### src/rtl/ddr2_arb_pkg.sv
// Shared types and defaults for the DDR2 write arbiter slice.
package ddr2_arb_pkg;

   localparam int ADDR_W_DEF = 31;
   localparam int DATA_W_DEF = 128;
   localparam int MASK_W_DEF = 16;

   // Idle byte mask: every byte masked off, so a stray write would be harmless
   localparam logic [MASK_W_DEF-1:0] MASK_ALL = '1;

   typedef enum logic [1:0] {
      IDLE  = 2'd0,
      BEAT1 = 2'd1,
      BEAT2 = 2'd2
   } arb_state_t;

endpackage

### src/rtl/ddr2_arb_rr.sv
// Two-way round-robin picker: a lone requester wins, a tie goes to prio.
module ddr2_arb_rr (
   input  logic [1:0] req,
   input  logic       prio,
   output logic [1:0] pick
);

   // One-hot pick from the request pair and the favoured port
   always_comb begin
      pick = 2'b00;
      case (req)
         2'b01:   pick = 2'b01;
         2'b10:   pick = 2'b10;
         2'b11:   pick = prio ? 2'b10 : 2'b01;
         default: pick = 2'b00;
      endcase
   end

endmodule

### src/rtl/ddr2_write_arbiter.sv
// Shares the DDR2 address and write-data FIFOs between two two-beat write
// masters. One master owns both FIFOs for a whole transaction; the other is
// stalled by seeing its full flags asserted.
module ddr2_write_arbiter
   import ddr2_arb_pkg::*;
#(
   parameter int ADDR_W = ADDR_W_DEF,
   parameter int DATA_W = DATA_W_DEF,
   parameter int MASK_W = MASK_W_DEF
) (
   input  logic              clk,
   input  logic              rst,
   input  logic [ADDR_W-1:0] m0_af_addr_din,
   input  logic              m0_af_wr_en,
   input  logic [DATA_W-1:0] m0_wdf_din,
   input  logic [MASK_W-1:0] m0_wdf_mask_din,
   input  logic              m0_wdf_wr_en,
   input  logic [ADDR_W-1:0] m1_af_addr_din,
   input  logic              m1_af_wr_en,
   input  logic [DATA_W-1:0] m1_wdf_din,
   input  logic [MASK_W-1:0] m1_wdf_mask_din,
   input  logic              m1_wdf_wr_en,
   output logic              m0_af_full,
   output logic              m0_wdf_full,
   output logic              m1_af_full,
   output logic              m1_wdf_full,
   input  logic              af_full,
   input  logic              wdf_full,
   output logic [ADDR_W-1:0] af_addr_din,
   output logic              af_wr_en,
   output logic [DATA_W-1:0] wdf_din,
   output logic [MASK_W-1:0] wdf_mask_din,
   output logic              wdf_wr_en,
   output logic [1:0]        grant,
   output logic [15:0]       m0_xfer_cnt,
   output logic [15:0]       m1_xfer_cnt
);

   localparam logic [MASK_W-1:0] MASK_IDLE = '1;

   arb_state_t        state;
   arb_state_t        state_nxt;
   logic              prio;
   logic [1:0]        grant_q;
   logic [1:0]        pick;
   logic [15:0]       m0_cnt_q;
   logic [15:0]       m1_cnt_q;

   // Granted master's view, selected by the upper grant bit
   logic              gsel;
   logic              gm_af_wr_en;
   logic              gm_wdf_wr_en;
   logic [ADDR_W-1:0] gm_addr;
   logic [DATA_W-1:0] gm_data;
   logic [MASK_W-1:0] gm_mask;
   logic              beat1_ok;
   logic              beat2_ok;
   logic              xfer_done;

   ddr2_arb_rr u_rr (
      .req  ({m1_af_wr_en, m0_af_wr_en}),
      .prio (prio),
      .pick (pick)
   );

   assign gsel = grant_q[1];

   // Select the granted master's request, address, data and mask
   always_comb begin
      gm_af_wr_en  = m0_af_wr_en;
      gm_wdf_wr_en = m0_wdf_wr_en;
      gm_addr      = m0_af_addr_din;
      gm_data      = m0_wdf_din;
      gm_mask      = m0_wdf_mask_din;
      if (gsel) begin
         gm_af_wr_en  = m1_af_wr_en;
         gm_wdf_wr_en = m1_wdf_wr_en;
         gm_addr      = m1_af_addr_din;
         gm_data      = m1_wdf_din;
         gm_mask      = m1_wdf_mask_din;
      end
   end

   // The address beat needs room in both FIFOs; the data beat only in wdf
   assign beat1_ok  = gm_af_wr_en & gm_wdf_wr_en & ~af_full & ~wdf_full;
   assign beat2_ok  = gm_wdf_wr_en & ~wdf_full;
   assign xfer_done = (state == BEAT2) && beat2_ok;

   // State register
   always_ff @(posedge clk) begin
      if (rst) state <= IDLE;
      else     state <= state_nxt;
   end

   // Next-state: arbitrate in IDLE, then walk the two beats of the winner
   always_comb begin
      state_nxt = state;
      case (state)
         IDLE:    if (pick != 2'b00) state_nxt = BEAT1;
         BEAT1:   if (beat1_ok)      state_nxt = BEAT2;
         BEAT2:   if (beat2_ok)      state_nxt = IDLE;
         default: state_nxt = IDLE;
      endcase
   end

   // Outputs: forward the granted master, hold everything else at idle values
   always_comb begin
      af_wr_en     = 1'b0;
      wdf_wr_en    = 1'b0;
      af_addr_din  = '0;
      wdf_din      = '0;
      wdf_mask_din = MASK_IDLE;
      m0_af_full   = 1'b1;
      m0_wdf_full  = 1'b1;
      m1_af_full   = 1'b1;
      m1_wdf_full  = 1'b1;
      if (state == BEAT1 || state == BEAT2) begin
         af_addr_din  = gm_addr;
         wdf_din      = gm_data;
         wdf_mask_din = gm_mask;
         if (gsel) begin
            m1_af_full  = af_full;
            m1_wdf_full = wdf_full;
         end else begin
            m0_af_full  = af_full;
            m0_wdf_full = wdf_full;
         end
         if (state == BEAT1) begin
            af_wr_en  = beat1_ok;
            wdf_wr_en = beat1_ok;
         end else begin
            wdf_wr_en = beat2_ok;
         end
      end
   end

   // Grant is latched at arbitration; the finishing port loses priority
   always_ff @(posedge clk) begin
      if (rst) begin
         grant_q <= 2'b00;
         prio    <= 1'b0;
      end else if (state == IDLE) begin
         grant_q <= pick;
      end else if (xfer_done) begin
         grant_q <= 2'b00;
         prio    <= ~gsel;
      end
   end

   // Completed-transaction counters, free-running with natural wrap
   always_ff @(posedge clk) begin
      if (rst) begin
         m0_cnt_q <= 16'd0;
         m1_cnt_q <= 16'd0;
      end else if (xfer_done) begin
         if (gsel) m1_cnt_q <= m1_cnt_q + 16'd1;
         else      m0_cnt_q <= m0_cnt_q + 16'd1;
      end
   end

   assign grant       = grant_q;
   assign m0_xfer_cnt = m0_cnt_q;
   assign m1_xfer_cnt = m1_cnt_q;

endmodule

### config.mk
export PLATFORM = sky130hd
export DESIGN_NAME = ddr2_write_arbiter
export DESIGN_NICKNAME = d
export VERILOG_FILES = /design/src/rtl/ddr2_arb_pkg.sv /design/src/rtl/ddr2_arb_rr.sv /design/src/rtl/ddr2_write_arbiter.sv
export SDC_FILE = /design/constraint.sdc
export NUM_CORES = 1
export LEC_CHECK = 0
export CELL_PAD_IN_SITES_DETAIL_PLACEMENT = 1
export CELL_PAD_IN_SITES_GLOBAL_PLACEMENT = 1
export CORE_AREA = 2 2 224 226
export CTS_CLUSTER_SIZE = 14
export DETAILED_ROUTE_END_ITERATION = 10
export DIE_AREA = 0 0 226 228
export PLACE_DENSITY_LB_ADDON = 0.05
export SYNTH_ARGS = -nofsm -noshare
export SYNTH_HDL_FRONTEND = slang
export SYNTH_HIERARCHICAL = 1
export SYNTH_SLANG_ARGS = --single-unit
### constraint.sdc
create_clock -name clk -period 4.62 [get_ports clk]
set_input_delay 0.462 -clock clk [delete_from_list [all_inputs] [get_ports clk]]
set_output_delay 0.462 -clock clk [all_outputs]
set_load 0.05 [all_outputs]
Word-level counts from Yosys, hierarchy flattened --
Cells that the tools add are included.
Storage, ports and cells: bits in registers 37, input port bits 358, output and inout bits 215, word-level logic and storage cells 60
Operators by class: $add $sub $neg 2, eq/ne operators 8, mux-type cells 28, bitwise operators 8, reductions and logical operators 9
Operators with widths (count):
- two-way mux 128 bit | 2
- two-way mux 31 bit | 2
- adder 16 x 1 -> 16 bit (second input constant) | 2
- two-way mux 16 bit | 2
- two-way mux 1 bit | 14
- two-way mux 2 bit | 6
- case mux 2 bit (3 select lines) | 2
- equality test 2 bit (second input constant) | 3
- != test 2 bit (second input constant) | 3
- AND reduction 2 bit | 3
- bitwise AND 1 bit | 4
- equality test 2 x 1 -> 1 bit (second input constant) | 2
- inverter 1 bit | 4
- nonzero test 2 bit | 2
- AND reduction 3 bit | 1
- logical NOT 2 bit | 1
- logical AND 1 bit | 1
- logical OR 1 bit | 1

Depth between registers and ports, before layout --
Gate-level depths: netlist (run 1).
word-level depth 6, mapped depth 7

Hierarchy --
Netlist (run 1), hierarchy kept.
By module, submodules not included:
- ddr2_write_arbiter | instances 1, cells an instance 597, area an instance 4823.4 um2
- ddr2_arb_rr | instances 1, cells an instance 3, area an instance 18.8 um2

Worst setup path after synthesis (run 1) --
No wires, ideal clock.
path type flip-flop to output port, start point reg grant_q[1] (netlist: grant[1]), end point out af_addr_din[0], arrival 2.316 ns, required time 4.158 ns, path slack 1.842 ns, stages on the path, launching flop included 7, cell sequence dfxtp_1 > buf_4 > clkbuf_1 > buf_2 > buf_2 > mux2i_1 > nor2b_1
Between the ends: word-level cells in the longest chain between the ends 2
RTL lines:
- start, declared | line ddr2_write_arbiter.sv:44 | logic [1:0] grant_q;
- start signal, assigned | line ddr2_write_arbiter.sv:143 | grant_q <= pick;
- two-way mux 31 bit | line ddr2_write_arbiter.sv:75 | if (gsel) begin
- two-way mux 31 bit | line ddr2_write_arbiter.sv:117 | if (state == BEAT1 || state == BEAT2) begin
- end, declared | line ddr2_write_arbiter.sv:29 | output logic [ADDR_W-1:0] af_addr_din,
Every way passes these cells.

Worst setup path in the final report (run 1) --
start point reg grant_q[1] (netlist: grant[1]), end point out wdf_din[88]
Between the ends: word-level cells in the longest chain between the ends 2
RTL lines:
- two-way mux 128 bit | line ddr2_write_arbiter.sv:75
- two-way mux 128 bit | line ddr2_write_arbiter.sv:117
- end, declared | line ddr2_write_arbiter.sv:31 | output logic [DATA_W-1:0] wdf_din,
Every way passes these cells.

==> results.yml, run 1 <==
sta:
  worst_pin_slew_ns: 0.6924
  fin_setup_tns_ns: 0
  min_period_ns: 3.447
  clock.fmax_ghz: 0.2901
  final-setup-viol-count: 0
  finalMaxSlewViolations: 0
  fin_crit_sh_pct: 74.61
  hold_viol: 0
  skew_ns: 0.004315
  rsz0062_at_grt: "no"
  hold-worst-slack_ns: 0.4927
  maxSlewHeadroom_pct: 52.52
worst_hold_path:
  holdPathStages: 2
  min_to: "m0_xfer_cnt[15]$_SDFFE_PP0P_"
  hp-class: "register to register"
  hp-start: "m0_xfer_cnt[15]$_SDFFE_PP0P_"
global_routing:
  grt_util_met3_pct: 8.166
  grt_max_degree: 83
  grt.total_usage_pct: 16.20
  grt_first_pass_wirelength_um: 57930
  met2_usage_pct: 28.02
  busiest_layer: "met2"
  antenna_found_initial: 31
  overflow: 0
  grtUsageMet1_pct: 17.20
  grt_pass1_vias: 7157
floorplan:
  die_w_um: 226
  start_util_pct: 9.812
  core_um2: 49350
  die_y_um: 228
  row_count: 82
  dieArea_um2: 51530
  ios: 573
synth:
  ys_types: 34
  syn-num-nets: 965
  yosys_warnings: 6
  synthCells: 600
  synth_flop_cell: "dfxtp_1"
  syn_area_um2: 4842
  yosysTopAreaCellShare_pct: 37.00
  synth_top_cells_by_area: "mux2i_1, nor2b_1, dfxtp_1"
  yosysSeqAreaShare_pct: 15.30
  synth_edf_count: 0
  synth.largest_area_cell: "mux2i_1"
  synth_seq_cells: 37
  syn_area_per_cell_um2: 8.070
  async_flop_share_pct: 0
place:
  io_buffers: 572
  dp_hpwl_um: 38040
  dp.cells: 1804
  dpl_cell_area_um2: 11290
  gp_congestion: 0.8078
clock_tree:
  numCtsBuffers: 5
  htreeDepth: 2
  clkTransAtPathRegs_ns: 0.06
  cts_sinks: 37
  cts-resized-gates: 0
  cts_tree: "yes"
  cts_setup_buffers: 0
  cts_buffer_depth: 2
  clock_latency_ns: 0.28
  clk_root_buffer_cell: "clkbuf_16"
  hold_buffers: 0
worst_setup_path:
  cp.arrival_ns: 2.99
  worstRegToRegCells: 4
  path_class: "register to primary output"
  r2r-end: "m1_xfer_cnt[14]$_SDFFE_PP0P_"
  r2r_slack_ns: 2.27
  required_ns: 4.16
  crit_fanout: 29
  start_kind: "register"
  rr_startpoint: "grant[1]$_SDFFE_PP0P_"
  crit_path_end_kind: "primary output"
detailed_routing:
  wl_um: 43110
  drtIter0Drc: 248
  vias_per_cell: 3.539
  wl_per_cell_um: 23.58
  vias: 6470
  first_pass_iters: 4
  drc: 0
  drt.antenna.violating_nets: 0
power:
  ir_drop_mv: 0.2885
  powerDensity_nw_per_um2: 545.2
  p_leak_nw: 3.725
flow_run:
  drv_cap: 0
finish:
  drive_above_1_share_pct: 2.193
  layout.cells.non_filler: 1828
  nets: 1504
  design_area_um2: 11470
  seq_area_um2: 744.5
  multi_input_area_um2: 3872
  area_growth_pct: 137.0
  nFillCells: 5735
status:
  status: "finished clean"
[worst max path at each step]
stage               slack [ns]  cells after the start         endpoint             startpoint
finish                    1.17                      4      wdf_din[88]  grant[1]$_SDFFE_PP0P_
detailed placement        1.45                      5      wdf_din[87]  state[0]$_SDFFE_PP0P_
floorplan                 1.84                      6   af_addr_din[0]  grant[1]$_SDFFE_PP0P_
CTS                       1.14                      5  af_addr_din[21]  state[0]$_SDFFE_PP0P_
global route              1.04                      5      wdf_din[87]  state[0]$_SDFFE_PP0P_
global placement          1.45                      4      wdf_din[90]  grant[1]$_SDFFE_PP0P_
[metal layers]
metal | up-vias | wire length [µm]
li1 | 3174 | -
met1 | 2936 | 16190
met2 | 277 | 21190
met3 | 55 | 4684
met4 | 28 | 865
met5 | - | 179
[cells in the final DEF, fill, tap and decap left out, drive strengths merged, types with 14 or more instances in the layout]
| cell type | n |
|---|---|
| nand2 | 25 |
| dfxtp | 37 |
| nor2b | 162 |
| mux2i | 179 |
| nand4 | 16 |
| nor2 | 23 |
| clkdlybuf4s50 | 572 |
| xor2 | 14 |
| diode | 16 |
| a21oi | 15 |
[where the power goes]
part           internal [mW]  switching, mW  total, mW
logic                   1.95           3.61       5.56
clock network          0.199          0.142      0.341
registers              0.331         0.0234      0.354
[flip-flops by register name, summed over array words and instances, names as in the netlist]
signal       count
m1_xfer_cnt     16
m0_xfer_cnt     16
grant            2
prio             1
state            2
[area by class of cell]
cell class | count | share of cell area, %
Antenna cell | 16 | 0.3490
Multi-Input combinational cell | 509 | 33.75
Sequential cell | 37 | 6.489
Timing Repair Buffer | 581 | 50.71
Inverter | 5 | 0.1636
Clock buffer | 6 | 1.123
Clock inverter | 2 | 0.08724
Tap cell | 672 | 7.328
[kinds of logic (layout without fill, tap and decap cells)]
family	after synthesis	after routing	synth area share (%)
and+or+nand+nor	271	271	33.64
muxes	180	180	37.24
buffers and inverters	54	594	4.987
DFF	37	37	15.30
AOI/OAI and AO/OA	34	34	3.954
xor gates and xnor gates	17	17	3.075
adders and majority gates	7	7	1.809
other	0	16	0
[cells in the mapped netlist, types with 3 or more instances]
| library cell | count |
|---|---|
| nand3b_1 | 4 |
| and4_1 | 4 |
| nand3_1 | 7 |
| nand2_1 | 25 |
| nand4_1 | 15 |
| a21oi_1 | 15 |
| mux2i_1 | 179 |
| and3_1 | 5 |
| o21ai_0 | 10 |
| nor2_1 | 23 |
| ha_1 | 7 |
| or4_1 | 4 |
| and2_1 | 5 |
| xor2_1 | 14 |
| inv_1 | 5 |
| dfxtp_1 | 37 |
| xnor2_1 | 3 |
| or3b_2 | 3 |
| clkbuf_1 | 25 |
| nor2b_1 | 162 |
| o31ai_1 | 6 |
| buf_2 | 22 |
| or3_1 | 9 |
[critical path, stage by stage, from the launching register on]
cell	delay (ns)
dfxtp_4	0.66
buf_4	0.52
mux2i_1	0.66
nor2b_1	0.10
clkdlybuf4s50_1	0.73
[through the flow]
| step | utilization, % | worst slack (ns) | power [mW] |
|---|---|---|---|
| 6_report | 23.25 | 1.173 | 6.256 |
| 5_1_grt | 23.22 | 1.037 | 6.533 |
| 4_1_cts | 23.17 | 1.138 | 6.374 |
| 3_5_place_dp | 22.89 | 1.451 | 6.004 |
| 3_3_place_gp | 22.89 | 1.446 | 6.030 |
| 2_1_floorplan | - | 1.842 | 3.800 |
Note: power is estimated with default switching activity, not from simulation.
==> run 2, diff against run 1 <==
- clock period: 4.62 -> 3.43 ns (I/O delays scaled with it)
==> results.yml, run 2 (synthesized netlist as in run 1, its figures left out) <==
status:
  status: "finished clean"
sta:
  worst_pin_slew_ns: 0.6307
  finalMaxSlewViolations: 0
  setup_slack_ns: 0.3174
  skew_ns: 0.005877
  rsz0062_at_grt: "no"
  fin_crit_sh_pct: 90.75
  fin_setup_tns_ns: 0
  min_period_ns: 3.113
  maxSlewHeadroom_pct: 56.75
  hold_viol: 0
  final-setup-viol-count: 0
  clock.fmax_ghz: 0.3213
power:
  ir_drop_mv: 0.3279
  report.power.total_mw: 8.583
  clockPowerShare_pct: 6.5
  powerDensity_nw_per_um2: 747.4
  power.share.sequential_pct: 5.6
  pwr-share-comb_pct: 87.9
  p_leak_nw: 3.876
  internal-power_mw: 3.458
  p_sw_mw: 5.125
  switching_share_pct: 59.71
clock_tree:
  cts_buffer_depth: 2
  clk_root_buffer_cell: "clkbuf_16"
  cts_tree: "yes"
  numCtsBuffers: 5
  htreeDepth: 2
  cts_sinks: 37
  cts_setup_buffers: 0
  cts-resized-gates: 0
  hold_buffers: 0
  clkTransAtPathRegs_ns: 0.06
  clock_latency_ns: 0.28
detailed_routing:
  wl_per_cell_um: 23.59
  wl_um: 43230
  drc: 0
  first_pass_iters: 4
  vias: 6493
  drtIter0Drc: 190
  vias_per_cell: 3.544
  drt.antenna.violating_nets: 0
worst_setup_path:
  crit_fanout: 26
  cp.arrival_ns: 2.77
  path_class: "register to primary output"
  slowest_stage: "clkdlybuf4s50_1"
  slowest_delay_ns: 0.73
  rr_startpoint: "grant[1]$_SDFFE_PP0P_"
  required_ns: 3.09
  r2r-end: "m1_xfer_cnt[12]$_SDFFE_PP0P_"
  worstPathCellList: "buf_4 -> mux2i_1 -> nand2_1 -> clkdlybuf4s50_1"
  timing.critical_path.depth: 4
  crit_buf_inv: 2
  crit_path_end_kind: "primary output"
  critPathTopFamily: "buffers and inverters"
  r2r_slack_ns: 0.77
  worstRegToRegCells: 5
  start_kind: "register"
finish:
  layout.cells.non_filler: 1832
  mostFrequentLayoutCells: "clkdlybuf4s50_1, mux2i_1, nor2b_1"
  nets: 1510
  area_growth_pct: 137.2
  design_area_um2: 11480
  drive_above_1_share_pct: 7.068
  mostFrequentLayoutCell: "clkdlybuf4s50_1"
worst_hold_path:
  hp-class: "register to register"
  min_to: "m0_xfer_cnt[15]$_SDFFE_PP0P_"
  holdPathStages: 2
  hp-start: "m0_xfer_cnt[15]$_SDFFE_PP0P_"
floorplan:
  row_count: 82
  dieArea_um2: 51530
  start_util_pct: 9.812
  core_um2: 49350
  die_w_um: 226
  die_y_um: 228
  ios: 573
global_routing:
  grt_first_pass_wirelength_um: 58260
  grt_max_degree: 58
  grt_pass1_vias: 7037
  antenna_found_initial: 20
  overflow: 0
  grt.total_usage_pct: 16.20
place:
  dpl_worst_slack_ns: 0.5829
  dp.cells: 1810
  io_buffers: 572
  gp_congestion: 0.8178
  dpl_cell_area_um2: 11280
  dp_hpwl_um: 38580
flow_run:
  drv_cap: 0
run 2: worst register-to-register path, stage by stage (launching register included):
cell and delay (ns):
dfxtp_4 0.69, buf_4 0.39, and4b_1 0.62, nand3_4 0.20, or4_1 0.53, a21oi_1 0.16
run 2: power by group through the flow:
stage	sequential [mW]	clock (mW)	combinational, mW
4_1_cts	0.480	0.580	7.69
5_1_grt	0.483	0.596	7.89
6_report	0.479	0.557	7.55
3_3_place_gp	0.489	0	7.69
2_1_floorplan	0.481	0	4.64
3_5_place_dp	0.490	0	7.67
run 2: stage by stage:
stage | util (%) | hold slack [ns]
CTS | 23.20 | 0.4933
detailed placement | 22.85 | 0.4823
finish | 23.27 | 0.4848
global placement | 22.85 | 0.4746
floorplan | - | 0.4634
global route | 23.21 | 0.5159
run 2: final cells by class:
class                           count  area, µm²
Antenna cell                       14      35.03
Clock buffer                        7      142.6
Clock inverter                      1      30.03
Fill cell                        5749      37870
Inverter                            5      18.77
Multi-Input combinational cell    509       3872
Sequential cell                    37      744.5
Tap cell                          672      840.8
Timing Repair Buffer              587       5801
run 2: worst max path at each step:
stage | startpoint | slack, ns | end
after CTS | grant[1]$_SDFFE_PP0P_ | 0.27 | wdf_mask_din[14]
after global routing | grant[1]$_SDFFE_PP0P_ | 0.17 | wdf_mask_din[14]
final | grant[1]$_SDFFE_PP0P_ | 0.32 | wdf_mask_din[14]
after floorplan | grant[1]$_SDFFE_PP0P_ | 0.77 | af_addr_din[0]
after detailed placement | grant[1]$_SDFFE_PP0P_ | 0.58 | wdf_mask_din[14]
after global placement | grant[1]$_SDFFE_PP0P_ | 0.58 | wdf_mask_din[14]
run 2: per-layer routing:
layer	up-vias	global-route usage (%)	routed length, µm
li1	3178	-	-
met1	3019	17.91	16690
met2	260	29.54	21980
met3	22	7.239	4313
met4	14	0.8899	158
met5	-	0	79
==> run 3, diff against run 2 <==
- PLACE_DENSITY_LB_ADDON: 0.05 -> 0.1
==> results.yml, run 3 (synthesized netlist as in run 1, its figures left out) <==
status:
  status: "finished clean"
finish:
  seq_area_um2: 744.5
  area_growth_pct: 137.2
  nFillCells: 5749
  drive_above_1_share_pct: 8.836
  nets: 1507
  multi_input_area_um2: 3872
  mostFrequentLayoutCell: "clkdlybuf4s50_1"
  design_area_um2: 11480
  mostFrequentLayoutCells: "clkdlybuf4s50_1, mux2i_1, nor2b_1"
sta:
  worst_pin_slew_ns: 0.7429
  final-setup-viol-count: 0
  hold_viol: 0
  skew_ns: 0.007672
  maxSlewHeadroom_pct: 50.32
  finalMaxSlewViolations: 0
  min_period_ns: 3.013
  clock.fmax_ghz: 0.3319
  rsz0062_at_grt: "no"
  fin_crit_sh_pct: 87.85
  fin_setup_tns_ns: 0
clock_tree:
  cts_setup_buffers: 0
  numCtsBuffers: 5
  cts-resized-gates: 0
  cts_buffer_depth: 2
  clock_latency_ns: 0.29
  clk_root_buffer_cell: "clkbuf_16"
  clkTransAtPathRegs_ns: 0.07
  htreeDepth: 2
  cts_tree: "yes"
  hold_buffers: 0
  cts_sinks: 37
global_routing:
  grt_max_degree: 75
  grt.total_usage_pct: 14.47
  antenna_found_initial: 16
  grt_pass1_vias: 6879
  grt_first_pass_wirelength_um: 52810
  overflow: 0
worst_setup_path:
  r2r_slack_ns: 1.06
  cp.arrival_ns: 2.67
  start_kind: "register"
  path_class: "register to primary output"
  crit_fanout: 45
  required_ns: 3.09
  worstRegToRegCells: 4
  crit_path_end_kind: "primary output"
detailed_routing:
  vias_per_cell: 3.546
  vias: 6472
  wl_um: 39210
  first_pass_iters: 6
  drc: 0
  drt.antenna.violating_nets: 0
  wl_per_cell_um: 21.48
  drtIter0Drc: 180
power:
  powerDensity_nw_per_um2: 737.2
  ir_drop_mv: 0.3386
  clockPowerShare_pct: 7.0
  switching_share_pct: 59.18
  power.share.sequential_pct: 5.7
  internal-power_mw: 3.456
  p_sw_mw: 5.010
  p_leak_nw: 3.925
  pwr-share-comb_pct: 87.3
worst_hold_path:
  holdPathStages: 2
  hp-class: "register to register"
flow_run:
  drv_cap: 0
floorplan:
  row_count: 82
  start_util_pct: 9.812
  ios: 573
  die_w_um: 226
  die_y_um: 228
  dieArea_um2: 51530
  core_um2: 49350
place:
  dpl_cell_area_um2: 11270
  io_buffers: 572
  dp_hpwl_um: 34700
  gp_congestion: 0.8267
==> run 3: metal layers <==
metal / vias to the layer above / GRT usage (%) / part of all wire, %
li1: 3174 / - / -
met1: 3026 / 15.76 / 39
met2: 240 / 26.53 / 52
met3: 26 / 5.319 / 7.8
met4: 6 / 2.711 / 0.93
met5: - / 1.139 / 0.10
==> run 3: metrics by stage <==
stage | hold WS, ns | power (mW) | setup slack (ns) | cells | util (%)
2_1_floorplan | 0.4634 | 5.118 | 0.7711 | 600 | -
3_3_place_gp | 0.4652 | 7.990 | 0.6918 | 1807 | 22.85
3_5_place_dp | 0.4809 | 7.963 | 0.6763 | 1807 | 22.85
4_1_cts | 0.4921 | 8.584 | 0.3519 | 1815 | 23.22
5_1_grt | 0.5080 | 8.814 | 0.2765 | 1822 | 23.26
6_report | 0.4848 | 8.466 | 0.4169 | 1825 | 23.27
==> run 3: cell type report <==
type,instances,share of cell area [%]
antenna,10,0.2179
sequential,37,6.482
clock buffer,6,1.307
multi-input combinational,509,33.72
timing repair buffer,584,50.48
inverter,5,0.1634
clock inverter,2,0.3050
tap,672,7.321
==> run 3: critical path, cell delays in order, from the launching register on <==
cell and delay (ns):
dfxtp_1 0.36, inv_1 0.12, ha_4 0.47, buf_12 0.25
or3b_2 0.46, clkdlybuf4s50_1 0.71
==> run 3: power groups by stage <==
stage               Clock [mW]  Sequential [mW]  Combinational [mW]
floorplan                    0            0.481                4.64
global placement             0            0.494                7.50
detailed placement           0            0.497                7.47
CTS                      0.611            0.487                7.49
global route             0.621            0.490                7.70
finish                   0.589            0.485                7.39
==> run 3: path summary, 6_finish.rpt <==
path / from / endpoint
worst min register to register: m0_xfer_cnt[15]$_SDFFE_PP0P_ / m0_xfer_cnt[15]$_SDFFE_PP0P_
worst max-delay path: state[0]$_SDFFE_PP0P_ / m0_wdf_full
worst min-delay path: m0_xfer_cnt[15]$_SDFFE_PP0P_ / m0_xfer_cnt[15]$_SDFFE_PP0P_
worst max register to register: grant[1]$_SDFFE_PP0P_ / m1_xfer_cnt[12]$_SDFFE_PP0P_
